`src/rtl/simf_issue_arbiter.sv`:
```
// Round-robin issue arbiter for the SIMF ALU: picks one ready, not-in-flight
// wavefront per decision cycle and tracks in-flight state until retire.
module simf_issue_arbiter #(
    parameter int NUM_WF = 40,
    parameter int WFID_W = 6
) (
    input  logic                clk,
    input  logic                rst,
    input  logic [NUM_WF-1:0]   wf_ready,
    input  logic                issue_alu_ready,
    input  logic                vgpr_instr_done,
    input  logic [WFID_W-1:0]   vgpr_instr_done_wfid,
    output logic                issue_alu_select,
    output logic [WFID_W-1:0]   issue_wfid,
    output logic [NUM_WF-1:0]   wf_pending,
    output logic [WFID_W:0]     inflight_cnt,
    output logic                err_spurious_done
);

    typedef enum logic {ARB, HOLD} state_t;

    state_t              state_reg;
    logic [WFID_W-1:0]   ptr_reg;
    logic [WFID_W-1:0]   ptr_next;
    logic [NUM_WF-1:0]   pending_reg;
    logic [NUM_WF-1:0]   pending_next;
    logic [WFID_W:0]     cnt_reg;
    logic [WFID_W:0]     cnt_next;
    logic                sel_reg;
    logic [WFID_W-1:0]   wfid_reg;
    logic                err_reg;

    logic [NUM_WF-1:0]   eligible;
    logic [NUM_WF-1:0]   above_ptr;
    logic [NUM_WF-1:0]   retire_vec;
    logic [NUM_WF-1:0]   grant_vec;
    logic [WFID_W-1:0]   g_high;
    logic [WFID_W-1:0]   g_low;
    logic [WFID_W-1:0]   g;
    logic                found_high;
    logic                found_low;
    logic                grant;
    logic                retire_valid;

    assign eligible = wf_ready & ~pending_reg;

    // Per-slot decode; an out-of-range retire id matches no slot, so it
    // falls through to the spurious path.
    generate
        for (genvar gi = 0; gi < NUM_WF; gi++) begin : g_slot
            assign above_ptr[gi]  = (WFID_W'(gi) >= ptr_reg);
            assign retire_vec[gi] = vgpr_instr_done && pending_reg[gi] &&
                                    (vgpr_instr_done_wfid == WFID_W'(gi));
            assign grant_vec[gi]  = grant && (g == WFID_W'(gi));
        end
    endgenerate

    // Two priority searches: lowest eligible at/above ptr, and lowest overall
    // as the wrap-around fallback.
    always_comb begin
        g_high     = '0;
        g_low      = '0;
        found_high = 1'b0;
        found_low  = 1'b0;
        for (int i = NUM_WF - 1; i >= 0; i--) begin
            if (eligible[i] && above_ptr[i]) begin
                g_high     = WFID_W'(i);
                found_high = 1'b1;
            end
            if (eligible[i]) begin
                g_low     = WFID_W'(i);
                found_low = 1'b1;
            end
        end
        g     = found_high ? g_high : g_low;
        grant = (state_reg == ARB) && issue_alu_ready && found_low;
    end

    always_comb begin
        retire_valid = |retire_vec;
        pending_next = (pending_reg | grant_vec) & ~retire_vec;
        ptr_next     = (g == WFID_W'(NUM_WF - 1)) ? '0 : g + 1'b1;
        cnt_next     = cnt_reg;
        case ({grant, retire_valid})
            2'b10:   cnt_next = cnt_reg + 1'b1;
            2'b01:   cnt_next = cnt_reg - 1'b1;
            default: cnt_next = cnt_reg;
        endcase
    end

    always_ff @(posedge clk) begin
        if (rst) begin
            state_reg   <= ARB;
            ptr_reg     <= '0;
            pending_reg <= '0;
            cnt_reg     <= '0;
            sel_reg     <= 1'b0;
            wfid_reg    <= '0;
            err_reg     <= 1'b0;
        end else begin
            pending_reg <= pending_next;
            cnt_reg     <= cnt_next;
            sel_reg     <= grant;
            err_reg     <= err_reg | (vgpr_instr_done & ~retire_valid);
            if (grant) begin
                state_reg <= HOLD;
                ptr_reg   <= ptr_next;
                wfid_reg  <= g;
            end else begin
                state_reg <= ARB;
            end
        end
    end

    assign issue_alu_select  = sel_reg;
    assign issue_wfid        = wfid_reg;
    assign wf_pending        = pending_reg;
    assign inflight_cnt      = cnt_reg;
    assign err_spurious_done = err_reg;

endmodule

```
`config.mk`:
```
export PLATFORM = sky130hd
export DESIGN_NAME = simf_issue_arbiter
export DESIGN_NICKNAME = d
export VERILOG_FILES = /design/src/rtl/simf_issue_arbiter.sv
export SDC_FILE = /design/constraint.sdc
export NUM_CORES = 1
export LEC_CHECK = 0
export BUFFER_PORTS_ARGS = -buffer_cell sky130_fd_sc_hd__clkbuf_2
export CORE_UTILIZATION = 30
export CTS_CLUSTER_SIZE = 30
export DETAILED_ROUTE_END_ITERATION = 16
export SLEW_MARGIN = 5
export SYNTH_ARGS = -nofsm -noshare
export SYNTH_HDL_FRONTEND = slang
export SYNTH_SLANG_ARGS = --single-unit
```
`constraint.sdc`:
```
create_clock -name clk -period 9 [get_ports clk]
set_input_delay 0.45 -clock clk [delete_from_list [all_inputs] [get_ports clk]]
set_output_delay 0.45 -clock clk [all_outputs]
set_load 0.02 [all_outputs]
```
; ---- Word-level counts from Yosys, hierarchy flattened
; Cells that the tools add are included.
[totals]
output_inout_bits = 55
in_bits = 50
register_bits = 62
[classes]
mux = 164
n_bitwise = 9
add_sub_neg = 3
n_reduce_logical = 166
eq_ne = 80
n_lt_le_gt_ge = 40
[op_table]
columns = operator, n
row1 = 6-bit two-way mux, 82
row2 = "6-bit by 5-bit equality test with 1-bit output, second input constant", 32
row3 = 1-bit logical AND, 162
row4 = "6-bit by 4-bit equality test with 1-bit output, second input constant", 16
row5 = "6-bit equality test, second input constant", 16
row6 = "5-bit by 6-bit greater-or-equal comparator with 1-bit output, first input constant", 16
row7 = 1-bit two-way mux, 81
row8 = 40-bit AND, 2
row9 = 40-bit inverter, 2
row10 = "6-bit by 3-bit equality test with 1-bit output, second input constant", 8
row11 = "4-bit by 6-bit greater-or-equal comparator with 1-bit output, first input constant", 8
row12 = "6-bit greater-or-equal comparator, first input constant", 8
row13 = 40-bit bitwise OR, 1
row14 = 40-bit OR reduction, 1
row15 = "6-bit by 2-bit equality test with 1-bit output, second input constant", 4
row16 = "3-bit by 6-bit greater-or-equal comparator with 1-bit output, first input constant", 4
row17 = 7-bit case mux with 2 select lines, 1
row18 = "6-bit by 1-bit equality test with 1-bit output, second input constant", 2
row19 = "1-bit by 6-bit greater-or-equal comparator with 1-bit output, first input constant", 2
row20 = "2-bit by 6-bit greater-or-equal comparator with 1-bit output, first input constant", 2
row21 = 6-bit zero test, 2
row22 = "7-bit by 1-bit adder with 7-bit output, second input constant", 1
row23 = "7-bit by 1-bit subtractor with 7-bit output, second input constant", 1
row24 = "6-bit by 1-bit adder with 6-bit output, second input constant", 1
row25 = 6 further kinds, 7

; ---- Longest topological paths before layout
; Gate-level depths: netlist of run 1.
[logic_depth]
depth_word = 48
ltp_mapped = 21
mapped_depth_nobuf = 20

; ---- Worst setup path after synthesis of run 1
; No wires, ideal clock.
[synth_timing]
path_kind = flip-flop to flip-flop
from = register pending_reg[19] (netlist: wf_pending[19])
to = register cnt_reg[6] (netlist: inflight_cnt[6])
path_slack_ps = 5136
path_stages_with_launch = 19
t_arrival_ps = 3793
required_ps = 8930
cell_sequence = dfxtp_1 > nor2b_1 > nor4_1 > and3_1 > nand3_1 > o21a_1 > inv_1 > clkbuf_1 > ha_1 > inv_1 > fa_1 > nor2b_1 > o21ai_0 > nand2b_1 > a21o_1 > a21oi_1 > xnor2_1 > or3_1 > a21oi_1
[synth_between]
elab_chain_cells = 25
[synth_rtl]
columns = element, line_no
row1 = from (decl), 25  ; logic [NUM_WF-1:0] pending_reg;
row2 = from (signal assigned), 101  ; pending_reg <= pending_next;
row3 = 40-bit inverter, 45  ; assign eligible = wf_ready & ~pending_reg;
row4 = 40-bit AND, 45
row5 = 1-bit two-way mux (20 in a row), 70  ; if (eligible[i]) begin
row6 = 1-bit logical AND, 76  ; grant = (state_reg == ARB) && issue_alu_ready && found_low;
row7 = 2-bit by 1-bit equality test with 1-bit output / 2-bit equality test (equally long branches), 84  ; case ({grant, retire_valid})
row8 = 7-bit case mux with 2 select lines / 2-bit nonzero test (equally long branches), n/a
row9 = to (signal assigned), 102  ; cnt_reg <= cnt_next;
row10 = to (decl), 27  ; logic [WFID_W:0] cnt_reg;
; Several ways; a longest one is shown, not always the timed one.
; A chain may end at the register's enable or synchronous reset.

; ---- Final worst setup path of run 1
[layout_timing]
from = register pending_reg[4] (netlist: wf_pending[4])
to = register cnt_reg[6] (netlist: inflight_cnt[6])
[layout_between]
elab_chain_cells = 10
[layout_rtl]
columns = element, line_no
row1 = 40-bit inverter, 45
row2 = 40-bit AND, 45
row3 = 1-bit two-way mux (5 in a row), 70
row4 = 1-bit logical AND, 76
row5 = 2-bit by 1-bit equality test with 1-bit output / 2-bit equality test (equally long branches), 84
row6 = 7-bit case mux with 2 select lines / 2-bit nonzero test (equally long branches), n/a
; Several ways; a longest one is shown, not always the timed one.

==> load_flow_metrics.sql, run 1 <==
INSERT INTO impl_metrics (metric_group, metric, value, unit) VALUES
('outcome', 'run_status', 'completed', ''),
('clocking', 'cts.sink_count', '61', ''),
('yosys', 'synth_cells', '700', ''),
('yosys', 'synth_ff_type', 'sky130_fd_sc_hd__dfxtp_1', ''),
('yosys', 'synth_cell_types', '80', ''),
('clocking', 'cts-root-to-sink-buffers', '2', ''),
('yosys', 'synthArstFlopShare', '0', '%'),
('global_route', 'grt_max_degree', '62', ''),
('yosys', 'number_of_synthesized_flops_with_an_enable_pin', '0', ''),
('critical_path', 'critPathLaunchType', 'flop', ''),
('yosys', 'synth.area.top_cells', 'sky130_fd_sc_hd__dfxtp_1 (23%), sky130_fd_sc_hd__a311oi_1 (6.9%), sky130_fd_sc_hd__a21oi_1 (6.0%)', ''),
('floorplanning', 'die_height', '133.8', 'µm'),
('clocking', 'cts_max_level', '3', ''),
('floorplanning', 'die-area', '0.01791', 'mm²'),
('layout', 'number_of_flip_flops_in_the_largest_register', '40', ''),
('critical_path', 'cp_num_buf_inv', '2', ''),
('drt', 'drt_iter0_drc', '715', ''),
('drt', 'post_drt_via_cell_ratio', '6.221', ''),
('drt', 'detailedRoute.firstPassIterationCount', '5', ''),
('yosys', 'yosys.area.top_type_share', '23.43', '%'),
('flow_run', 'max-cap-violations', '0', ''),
('clocking', 'post_cts_resized', '0', ''),
('timing', 'period_minus_slack', '4.649', 'ns'),
('timing', 'upper_clock_frequency_limit', '215.1', 'MHz'),
('drt', 'routedWlPerCell', '20.53', 'µm'),
('yosys', 'yosysWarningCount', '0', ''),
('yosys', 'mappedNetlistNets', '761', ''),
('clocking', 'worst_setup_hold_path_clk_slew', '0.05', 'ns'),
('clocking', 'clockRootBuffer', 'sky130_fd_sc_hd__clkbuf_16', ''),
('critical_path', 'peak_per_stage_delay_on_the_critical_path', '0.50', 'ns'),
('critical_path', 'timing.critical_path.required', '9.26', 'ns'),
('global_route', 'globalRoute.totalOverflow', '0', ''),
('drt', 'ant_nets', '0', ''),
('timing', 'final-setup-viol-count', '0', ''),
('power_and_ir_drop', 'finalPower', '1.027', 'mW'),
('floorplanning', 'rows', '47', ''),
('timing', 'transition_at_the_pin_with_the_smallest_max_transition_slack', '1.052', 'ns'),
('power_and_ir_drop', 'power.ir.vdd_worst', '0.1135', 'mV'),
('drt', 'remaining_drc_errors', '0', ''),
('global_route', 'wire_length_of_the_first_global_routing_pass', '32.15', 'mm'),
('power_and_ir_drop', 'p_leak', '2.375', 'nW'),
('critical_path', 'cp_max_fo', '14', ''),
('global_route', 'antenna_violations_before_repair', '0', ''),
('critical_path', 'timing.critical_path.max_delay_family', 'simple AND/OR/NAND/NOR gates', ''),
('timing', 'timing.final.crit_share', '51.65', '%'),
('placement', 'dp.final_hpwl', '16.01', 'mm'),
('yosys', 'most_area_hungry_cell_type_in_the_yosys_netlist', 'sky130_fd_sc_hd__dfxtp_1', ''),
('floorplanning', 'coreArea', '0.01676', 'mm²'),
('power_and_ir_drop', 'power_density', '167.8', 'mW/mm²'),
('yosys', 'yosys-top-cells-count', 'sky130_fd_sc_hd__nor2_1 (64), sky130_fd_sc_hd__a21oi_1 (62), sky130_fd_sc_hd__dfxtp_1 (61)', ''),
('floorplanning', 'floorplan.initialDensity', '31.10', '%'),
('yosys', 'synth.cell_area', '0.005212', 'mm²'),
('floorplanning', 'x_dimension_of_the_die', '133.8', 'µm'),
('global_route', 'vias_in_the_first_global_route', '5823', ''),
('critical_path', 'setup.worst_path.class', 'reg -> reg', ''),
('yosys', 'seq_area_frac_synth', '23.43', '%'),
('timing', 'final.setup_skew', '0.002597', 'ns'),
('critical_path', 'worst-endpoint-arrival', '4.91', 'ns'),
('clocking', 'worst_skew_late_latency', '0.33', 'ns'),
('hold_path', 'hold_class', 'reg -> reg', ''),
('critical_path', 'critical_path_cell_sequence', 'nand2b_1 -> nand4_1 -> nor4_1 -> nand3_1 -> o21a_1 -> inv_1 -> ha_1 -> inv_1 -> fa_1 -> nor2b_1 -> o21ai_0 -> nand2b_1 -> a21o_1 -> a21oi_1 -> xnor2_1 -> or3_1 -> a21oi_1', ''),
('critical_path', 'cp-end-kind', 'flop', ''),
('clocking', 'postCtsHoldBufs', '0', ''),
('layout', 'antenna_cells', '0', ''),
('layout', 'share_of_cells_above_drive_strength_1', '19.21', '%'),
('timing', 'rsz0062_at_grt', 'false', ''),
('drt', 'wirelength', '20.66', 'mm'),
('drt', 'routed-via-count', '6258', ''),
('placement', 'port_buffers', '104', ''),
('timing', 'timing_max_transition_violations_final', '0', ''),
('floorplanning', 'io_pins', '105', '');
[kinds of logic (layout without fill, tap and decap cells)]
| family | count (synthesis) | after routing | share of synthesized area (%) |
|---|---|---|---|
| DFF | 61 | 61 | 23.43 |
| and+or+nand+nor | 273 | 273 | 27.87 |
| buffers and inverters | 53 | 139 | 5.137 |
| muxes | 2 | 2 | 0.3841 |
| adders and majority gates | 11 | 11 | 2.784 |
| AOI/OAI and AO/OA | 294 | 294 | 39.39 |
| xor gates and xnor gates | 6 | 6 | 1.008 |
[cell usage in the layout, fill, tap and decap left out, drive strengths merged, types with 10 or more instances in the layout]
cell type  netlist  final
inv             13     13
ha              10     10
nand2b          43     43
o21ai           41     41
nand3           25     25
a311oi          41     41
nor2            65     65
dfxtp           61     61
o211ai          10     10
a31oi           40     40
a21oi           62     62
nand2           44     44
nand4           10     10
clkbuf          21    118
a22oi           17     17
a21o            11     11
nor2b           30     30
nor3            12     12
and2            13     13
[tightest hold or removal path, cell delays in order (launching register included)]
cell and delay (ns):
sky130_fd_sc_hd__dfxtp_1 0.30, sky130_fd_sc_hd__nand2_1 0.05, sky130_fd_sc_hd__a21oi_1 0.05
[metal layers]
layer / share of wire [%] / track usage [%]
met1: 44 / 30.89
met2: 44 / 36.04
met3: 7.9 / 3.326
met4: 4.3 / 11.55
met5: 0 / 0
[report_power, final]
group,switching [mW],internal (mW),total [mW]
clock network,0.116,0.207,0.322
registers,0.0251,0.287,0.312
logic,0.269,0.123,0.392
[layout make-up]
cell class	instances	area (µm²)
Fill cell	1785	10640
Multi-Input combinational cell	586	3724
Sequential cell	61	1221
Timing Repair Buffer	111	573.1
Tap cell	220	275.3
Clock buffer	14	274.0
Inverter	13	48.80
Clock inverter	1	5.005
[stage by stage]
stage / cell area (µm²) / hold slack (ns) / setup WS (ns) / instances / utilization [%]
after global placement: 5842 / 0.4482 / 4.377 / 991 / 34.86
after CTS: 6121 / 0.4588 / 4.424 / 1006 / 36.52
after detailed placement: 5842 / 0.4519 / 4.401 / 991 / 34.86
after global routing: 6121 / 0.4866 / 3.964 / 1006 / 36.52
final: 6121 / 0.4556 / 4.351 / 1006 / 36.52
after floorplan: 5213 / 0.5345 / 5.136 / 700 / -
[worst paths after layout]
kind                                   endpoint           from  slack, ns  depth (start not counted)
worst max-delay path            inflight_cnt[6]  wf_pending[4]       4.35                         17
worst min-delay path              issue_wfid[3]  issue_wfid[3]       0.46                          2
worst max register to register  inflight_cnt[6]  wf_pending[4]       4.35                         17
worst min register to register    issue_wfid[3]  issue_wfid[3]       0.46                          2
Note: power is estimated with default switching activity, not from simulation.
==> inputs of run 2 (changes only) <==
clock period = 3.9 ns   (was 9 ns; I/O delays follow)
==> load_flow_metrics.sql, run 2 (synthesized netlist as in run 1, its figures left out) <==
INSERT INTO impl_metrics (metric_group, metric, value, unit) VALUES
('clocking', 'postCtsHoldBufs', '0', ''),
('floorplanning', 'x_dimension_of_the_die', '133.8', 'µm'),
('drt', 'route.met3.wl', '2.021', 'mm'),
('clocking', 'clockRootBuffer', 'sky130_fd_sc_hd__clkbuf_16', ''),
('clocking', 'worst_skew_late_latency', '0.33', 'ns'),
('drt', 'detailroute.wirelength.met2', '10.04', 'mm'),
('critical_path', 'setup.worst_path.class', 'reg -> reg', ''),
('clocking', 'post_cts_resized', '0', ''),
('drt', 'routedWlPerCell', '20.15', 'µm'),
('drt', 'highest_routed_layer', 'met4', ''),
('timing', 'timing.final.crit_share', '92.39', '%'),
('clocking', 'worst_setup_hold_path_clk_slew', '0.06', 'ns'),
('global_route', 'wire_length_of_the_first_global_routing_pass', '33.45', 'mm'),
('layout', 'number_of_flip_flops_in_the_largest_register', '40', ''),
('layout', 'flow.area_growth_from_synthesis', '30.82', '%'),
('placement', 'place.gp.congestion', '1.010', ''),
('layout', 'antenna_cells', '0', ''),
('clocking', 'cts.sink_count', '61', ''),
('layout', 'layout_common_cells', 'sky130_fd_sc_hd__clkbuf_2 (104), sky130_fd_sc_hd__buf_4 (87), sky130_fd_sc_hd__nor2_1 (64)', ''),
('clocking', 'cts_max_level', '3', ''),
('timing', 'timing_max_transition_violations_final', '0', ''),
('placement', 'postPlaceCellArea', '0.006502', 'mm²'),
('placement', 'dp.final_hpwl', '17.54', 'mm'),
('timing', 'final-setup-viol-count', '0', ''),
('clocking', 'cts-root-to-sink-buffers', '2', ''),
('power_and_ir_drop', 'power.ir.vdd_worst', '0.1819', 'mV'),
('timing', 'transition_at_the_pin_with_the_smallest_max_transition_slack', '0.6383', 'ns'),
('timing', 'final.setup_skew', '0.009454', 'ns'),
('layout', 'final_design_area_no_fill', '0.006819', 'mm²'),
('critical_path', 'cp-end-kind', 'flop', ''),
('floorplanning', 'io_pins', '105', ''),
('critical_path', 'critPathLaunchType', 'flop', ''),
('global_route', 'globalRouteTotalUtil', '24.03', '%'),
('critical_path', 'critical-path-slowest-cell', 'sky130_fd_sc_hd__dfxtp_1', ''),
('clocking', 'cts_made_buffers', '9', ''),
('layout', 'n_fill_cell', '1742', ''),
('timing', 'upper_clock_frequency_limit', '277.5', 'MHz'),
('critical_path', 'cp_max_fo', '10', ''),
('floorplanning', 'die-area', '0.01791', 'mm²'),
('critical_path', 'critical_path_cell_sequence', 'o22a_1 -> o221ai_2 -> a21oi_1 -> nand3b_1 -> or4_4 -> or2_4 -> a2bb2oi_1 -> inv_1 -> ha_1 -> nor3b_1 -> a21oi_1 -> a22oi_1 -> nor2_1', ''),
('timing', 'final.hold.worst_slack', '0.2037', 'ns'),
('flow_run', 'max-cap-violations', '0', ''),
('critical_path', 'worst-endpoint-arrival', '3.79', 'ns'),
('global_route', 'grt_max_degree', '37', ''),
('global_route', 'globalRoute.totalOverflow', '0', ''),
('timing', 'period_minus_slack', '3.603', 'ns'),
('power_and_ir_drop', 'p_leak', '2.822', 'nW'),
('clocking', 'post_cts.repair.setup_buffers', '0', ''),
('floorplanning', 'die_height', '133.8', 'µm'),
('layout', 'share_of_cells_above_drive_strength_1', '27.62', '%'),
('critical_path', 'timing.critical_path.mode_cell', 'sky130_fd_sc_hd__a21oi_1', ''),
('outcome', 'run_status', 'completed', ''),
('clocking', 'tritoncts_clock_tree', 'yes', ''),
('placement', 'port_buffers', '104', ''),
('placement', 'numPlacedInstances', '1074', ''),
('drt', 'drt_iter0_drc', '723', ''),
('hold_path', 'hold_class', 'in -> reg', ''),
('drt', 'ant_nets', '0', ''),
('global_route', 'antenna_violations_before_repair', '0', ''),
('timing', 'relSlewSlack', '57.36', '%'),
('critical_path', 'timing.critical_path.required', '4.09', 'ns'),
('drt', 'm1_wire_length', '9.252', 'mm'),
('timing', 'hold_viol', '0', ''),
('power_and_ir_drop', 'power_density', '385.2', 'mW/mm²'),
('global_route', 'vias_in_the_first_global_route', '6024', ''),
('critical_path', 'peak_per_stage_delay_on_the_critical_path', '0.61', 'ns'),
('drt', 'post_drt_via_cell_ratio', '6.017', ''),
('floorplanning', 'floorplan.initialDensity', '31.10', '%'),
('critical_path', 'cp_num_buf_inv', '1', ''),
('layout', 'layout_commonest_cell', 'sky130_fd_sc_hd__clkbuf_2', ''),
('drt', 'routed-via-count', '6552', ''),
('critical_path', 'timing.critical_path.max_delay_family', 'simple AND/OR/NAND/NOR gates', ''),
('layout', 'stdcell_count', '1089', ''),
('drt', 'remaining_drc_errors', '0', ''),
('drt', 'wirelength', '21.95', 'mm'),
('floorplanning', 'coreArea', '0.01676', 'mm²'),
('floorplanning', 'rows', '47', ''),
('layout', 'final_net_count', '926', ''),
('drt', 'detailedRoute.firstPassIterationCount', '8', '');
[run 2: changes by cell type in the layout (fill, tap and decap cells not counted), moves of 3 or more]
cell,before,now
sky130_fd_sc_hd__dfxtp_1,61,58
sky130_fd_sc_hd__dfxtp_2,0,3
sky130_fd_sc_hd__buf_12,0,3
sky130_fd_sc_hd__clkbuf_8,3,0
sky130_fd_sc_hd__buf_4,7,87
[run 2: layout make-up]
cell class | instances | area [µm²] | area share, %
Multi-Input combinational cell | 586 | 3745 | 54.92
Inverter | 13 | 48.80 | 0.7156
Timing Repair Buffer | 194 | 1234 | 18.09
Clock buffer | 10 | 229.0 | 3.358
Clock inverter | 5 | 62.56 | 0.9174
Sequential cell | 61 | 1225 | 17.96
Tap cell | 220 | 275.3 | 4.037
[run 2: metal layers]
metal,vias to the layer above,GRT usage [%]
li1,3050,-
met2,390,38.49
met4,0,9.470
met1,3056,32.17
met5,-,0
met3,56,3.779
[run 2: power by group]
group | internal, mW | switching [mW]
Clock | 0.493 | 0.301
Combinational | 0.440 | 0.677
Sequential | 0.663 | 0.0525
Total | 1.60 | 1.03
[run 2: worst reg2reg max path: stages, from the launching register on]
cell,delay [ns]
sky130_fd_sc_hd__dfxtp_1,0.61
sky130_fd_sc_hd__o22a_1,0.26
sky130_fd_sc_hd__o221ai_2,0.10
sky130_fd_sc_hd__a21oi_1,0.24
sky130_fd_sc_hd__nand3b_1,0.21
sky130_fd_sc_hd__or4_4,0.58
sky130_fd_sc_hd__or2_4,0.26
sky130_fd_sc_hd__a2bb2oi_1,0.17
sky130_fd_sc_hd__inv_1,0.10
sky130_fd_sc_hd__ha_1,0.21
sky130_fd_sc_hd__nor3b_1,0.33
sky130_fd_sc_hd__a21oi_1,0.15
sky130_fd_sc_hd__a22oi_1,0.15
sky130_fd_sc_hd__nor2_1,0.08
[run 2: through the flow]
stage	setup TNS, ns	util (%)	worst slack, ns	power (mW)
final	0	40.69	0.2970	2.627
after global routing	-0.01170	40.69	-0.01170	2.737
after CTS	0	40.54	0.2265	2.613
after detailed placement	0	38.80	0.09776	1.816
after global placement	0	38.80	0.1724	1.823
after floorplan	0	-	0.03627	1.363
[run 2: worst paths after layout]
check                  start                 to  slack, ns  cells past startpoint
max reg2reg       ptr_reg[5]         ptr_reg[0]       0.30                     13
min          vgpr_instr_done  err_spurious_done       0.20                      3
min reg2reg    issue_wfid[3]      issue_wfid[3]       0.45                      2
max               ptr_reg[5]         ptr_reg[0]       0.30                     13
==> inputs of run 3 (changes only) <==
PLACE_DENSITY = 0.55   (was not set)
==> load_flow_metrics.sql, run 3 (synthesized netlist as in run 1, its figures left out) <==
INSERT INTO impl_metrics (metric_group, metric, value, unit) VALUES
('floorplanning', 'x_dimension_of_the_die', '133.8', 'µm'),
('drt', 'routedWlPerCell', '20.49', 'µm'),
('global_route', 'globalRouteTotalUtil', '25.06', '%'),
('floorplanning', 'floorplan.initialDensity', '31.10', '%'),
('timing', 'transition_at_the_pin_with_the_smallest_max_transition_slack', '0.6703', 'ns'),
('clocking', 'clockRootBuffer', 'sky130_fd_sc_hd__clkbuf_16', ''),
('clocking', 'cts.sink_count', '61', ''),
('layout', 'number_of_flip_flops_in_the_largest_register', '40', ''),
('critical_path', 'peak_per_stage_delay_on_the_critical_path', '0.57', 'ns'),
('critical_path', 'setup_slack_reg_to_reg', '0.23', 'ns'),
('drt', 'remaining_drc_errors', '0', ''),
('critical_path', 'cp_max_fo', '9', ''),
('floorplanning', 'die_height', '133.8', 'µm'),
('flow_run', 'max-cap-violations', '0', ''),
('layout', 'multi_input_comb_area', '0.003741', 'mm²'),
('timing', 'setup_total_negative_slack', '0', 'ns'),
('layout', 'final_design_area_no_fill', '0.006883', 'mm²'),
('critical_path', 'critPathLaunchType', 'flop', ''),
('timing', 'final.setup_skew', '0.006549', 'ns'),
('critical_path', 'worst_setup_path_endpoint', 'wf_pending[31]', ''),
('placement', 'postPlaceCellArea', '0.006578', 'mm²'),
('layout', 'final_net_count', '936', ''),
('floorplanning', 'rows', '47', ''),
('timing', 'period_minus_slack', '3.672', 'ns'),
('drt', 'detailedRoute.firstPassIterationCount', '5', ''),
('drt', 'm1_wire_length', '9.709', 'mm'),
('drt', 'route.met3.wl', '1.703', 'mm'),
('power_and_ir_drop', 'p_leak', '2.874', 'nW'),
('critical_path', 'reg2regPathDepth', '13', ''),
('layout', 'regArea', '0.001222', 'mm²'),
('layout', 'n_fill_cell', '1813', ''),
('timing', 'final.hold.worst_slack', '0.2331', 'ns'),
('layout', 'flow.area_growth_from_synthesis', '32.05', '%'),
('drt', 'ant_nets', '0', ''),
('clocking', 'worst_skew_late_latency', '0.33', 'ns'),
('critical_path', 'timing.critical_path.mode_cell', 'sky130_fd_sc_hd__buf_4', ''),
('clocking', 'cts_max_level', '3', ''),
('layout', 'layout_commonest_cell', 'sky130_fd_sc_hd__clkbuf_2', ''),
('clocking', 'postCtsHoldBufs', '0', ''),
('timing', 'hold_viol', '0', ''),
('drt', 'post_drt_via_cell_ratio', '5.947', ''),
('drt', 'highest_routed_layer', 'met4', ''),
('placement', 'port_buffers', '104', ''),
('power_and_ir_drop', 'power_density', '378.7', 'mW/mm²'),
('floorplanning', 'io_pins', '105', ''),
('drt', 'detailroute.wirelength.met2', '10.36', 'mm'),
('timing', 'timing.final.crit_share', '94.16', '%'),
('outcome', 'run_status', 'completed', ''),
('clocking', 'cts-root-to-sink-buffers', '2', ''),
('critical_path', 'regToRegEndpoint', 'wf_pending[31]', ''),
('critical_path', 'critical_path_cell_sequence', 'buf_4 -> and2_1 -> o21a_1 -> o21bai_1 -> a21bo_2 -> or4_4 -> or2_4 -> a2bb2oi_1 -> inv_1 -> ha_1 -> buf_4 -> a31oi_1 -> a311oi_1', ''),
('floorplanning', 'coreArea', '0.01676', 'mm²'),
('layout', 'share_of_cells_above_drive_strength_1', '28.33', '%'),
('critical_path', 'cp-end-kind', 'flop', ''),
('global_route', 'vias_in_the_first_global_route', '6132', ''),
('critical_path', 'critical-path-slowest-cell', 'sky130_fd_sc_hd__dfxtp_1', ''),
('global_route', 'wire_length_of_the_first_global_routing_pass', '34.65', 'mm'),
('layout', 'layout_common_cells', 'sky130_fd_sc_hd__clkbuf_2 (104), sky130_fd_sc_hd__buf_4 (97), sky130_fd_sc_hd__nor2_1 (64)', ''),
('power_and_ir_drop', 'power.ir.vdd_worst', '0.2523', 'mV'),
('global_route', 'antenna_violations_before_repair', '0', ''),
('global_route', 'globalRoute.totalOverflow', '0', ''),
('clocking', 'cts_made_buffers', '9', ''),
('floorplanning', 'die-area', '0.01791', 'mm²'),
('critical_path', 'worst-endpoint-arrival', '3.89', 'ns'),
('timing', 'upper_clock_frequency_limit', '272.3', 'MHz'),
('clocking', 'worst_setup_hold_path_clk_slew', '0.06', 'ns'),
('timing', 'timing_max_transition_violations_final', '0', ''),
('critical_path', 'setup.worst_path.class', 'reg -> reg', ''),
('drt', 'routed-via-count', '6536', ''),
('placement', 'dp.final_hpwl', '18.08', 'mm'),
('clocking', 'tritoncts_clock_tree', 'yes', ''),
('placement', 'numPlacedInstances', '1084', ''),
('drt', 'drt_iter0_drc', '785', ''),
('critical_path', 'timing.critical_path.from', 'ptr_reg[1]', ''),
('global_route', 'grt_max_degree', '41', ''),
('critical_path', 'r2r_path_start', 'ptr_reg[1]', ''),
('drt', 'wirelength', '22.52', 'mm'),
('placement', 'place.gp.congestion', '0.9377', ''),
('timing', 'final-setup-viol-count', '0', ''),
('layout', 'antenna_cells', '0', ''),
('hold_path', 'hold_class', 'in -> reg', ''),
('critical_path', 'timing.critical_path.required', '4.12', 'ns'),
('layout', 'stdcell_count', '1099', ''),
('timing', 'relSlewSlack', '55.15', '%');
[run 3: area by class of cell]
cell class                      count  share of cell area, %
Tap cell                          220                  3.999
Timing Repair Buffer              204                  19.01
Clock inverter                      3                 0.2909
Multi-Input combinational cell    586                  54.35
Clock buffer                       12                  3.872
Sequential cell                    61                  17.76
Inverter                           13                 0.7090
[run 3: critical path: cells and delay by family (launching register included)]
kind	cells	cell delay [ns]
buffers and inverters	3	0.58
adder cells (fa/ha/maj)	1	0.20
AND/OR/NAND/NOR	3	0.99
flip-flops	1	0.57
AO/OA/AOI/OAI	6	1.20
[run 3: worst min path at each step]
stage / from / end / cells after the start / slack, ns
CTS: vgpr_instr_done / err_spurious_done / 3 / 0.22
floorplan: vgpr_instr_done / err_spurious_done / 2 / 0.34
global route: vgpr_instr_done / err_spurious_done / 3 / 0.27
global placement: err_spurious_done / err_spurious_done / 2 / 0.46
detailed placement: err_spurious_done / err_spurious_done / 2 / 0.47
finish: vgpr_instr_done / err_spurious_done / 3 / 0.23
[run 3: metrics by stage]
step | total power, mW | util, % | worst slack, ns
final | 2.607 | 41.07 | 0.2279
after global routing | 2.733 | 41.07 | -0.005683
after CTS | 2.593 | 40.96 | 0.2028
after detailed placement | 1.825 | 39.25 | -0.01468
after global placement | 1.834 | 39.25 | 0.03929
after floorplan | 1.363 | - | 0.03627
[run 3: routing by layer]
metal	up-vias	track usage, %
met5	-	0
met4	0	9.407
met3	56	3.477
met2	356	40.41
met1	3061	33.77
li1	3063	-
[run 3: what timing repair did]
action	in CTS	in global routing
gates resized for setup	0	4
endpoints found under the setup margin	0	6
setup buffers	0	0
[run 3: where the power goes]
| group | switching [mW] | internal, mW | leakage (nW) |
|---|---|---|---|
| clock network | 0.288 | 0.477 | 0.137 |
| registers | 0.0611 | 0.663 | 0.495 |
| logic | 0.669 | 0.448 | 2.24 |
| total | 1.02 | 1.59 | 2.87 |
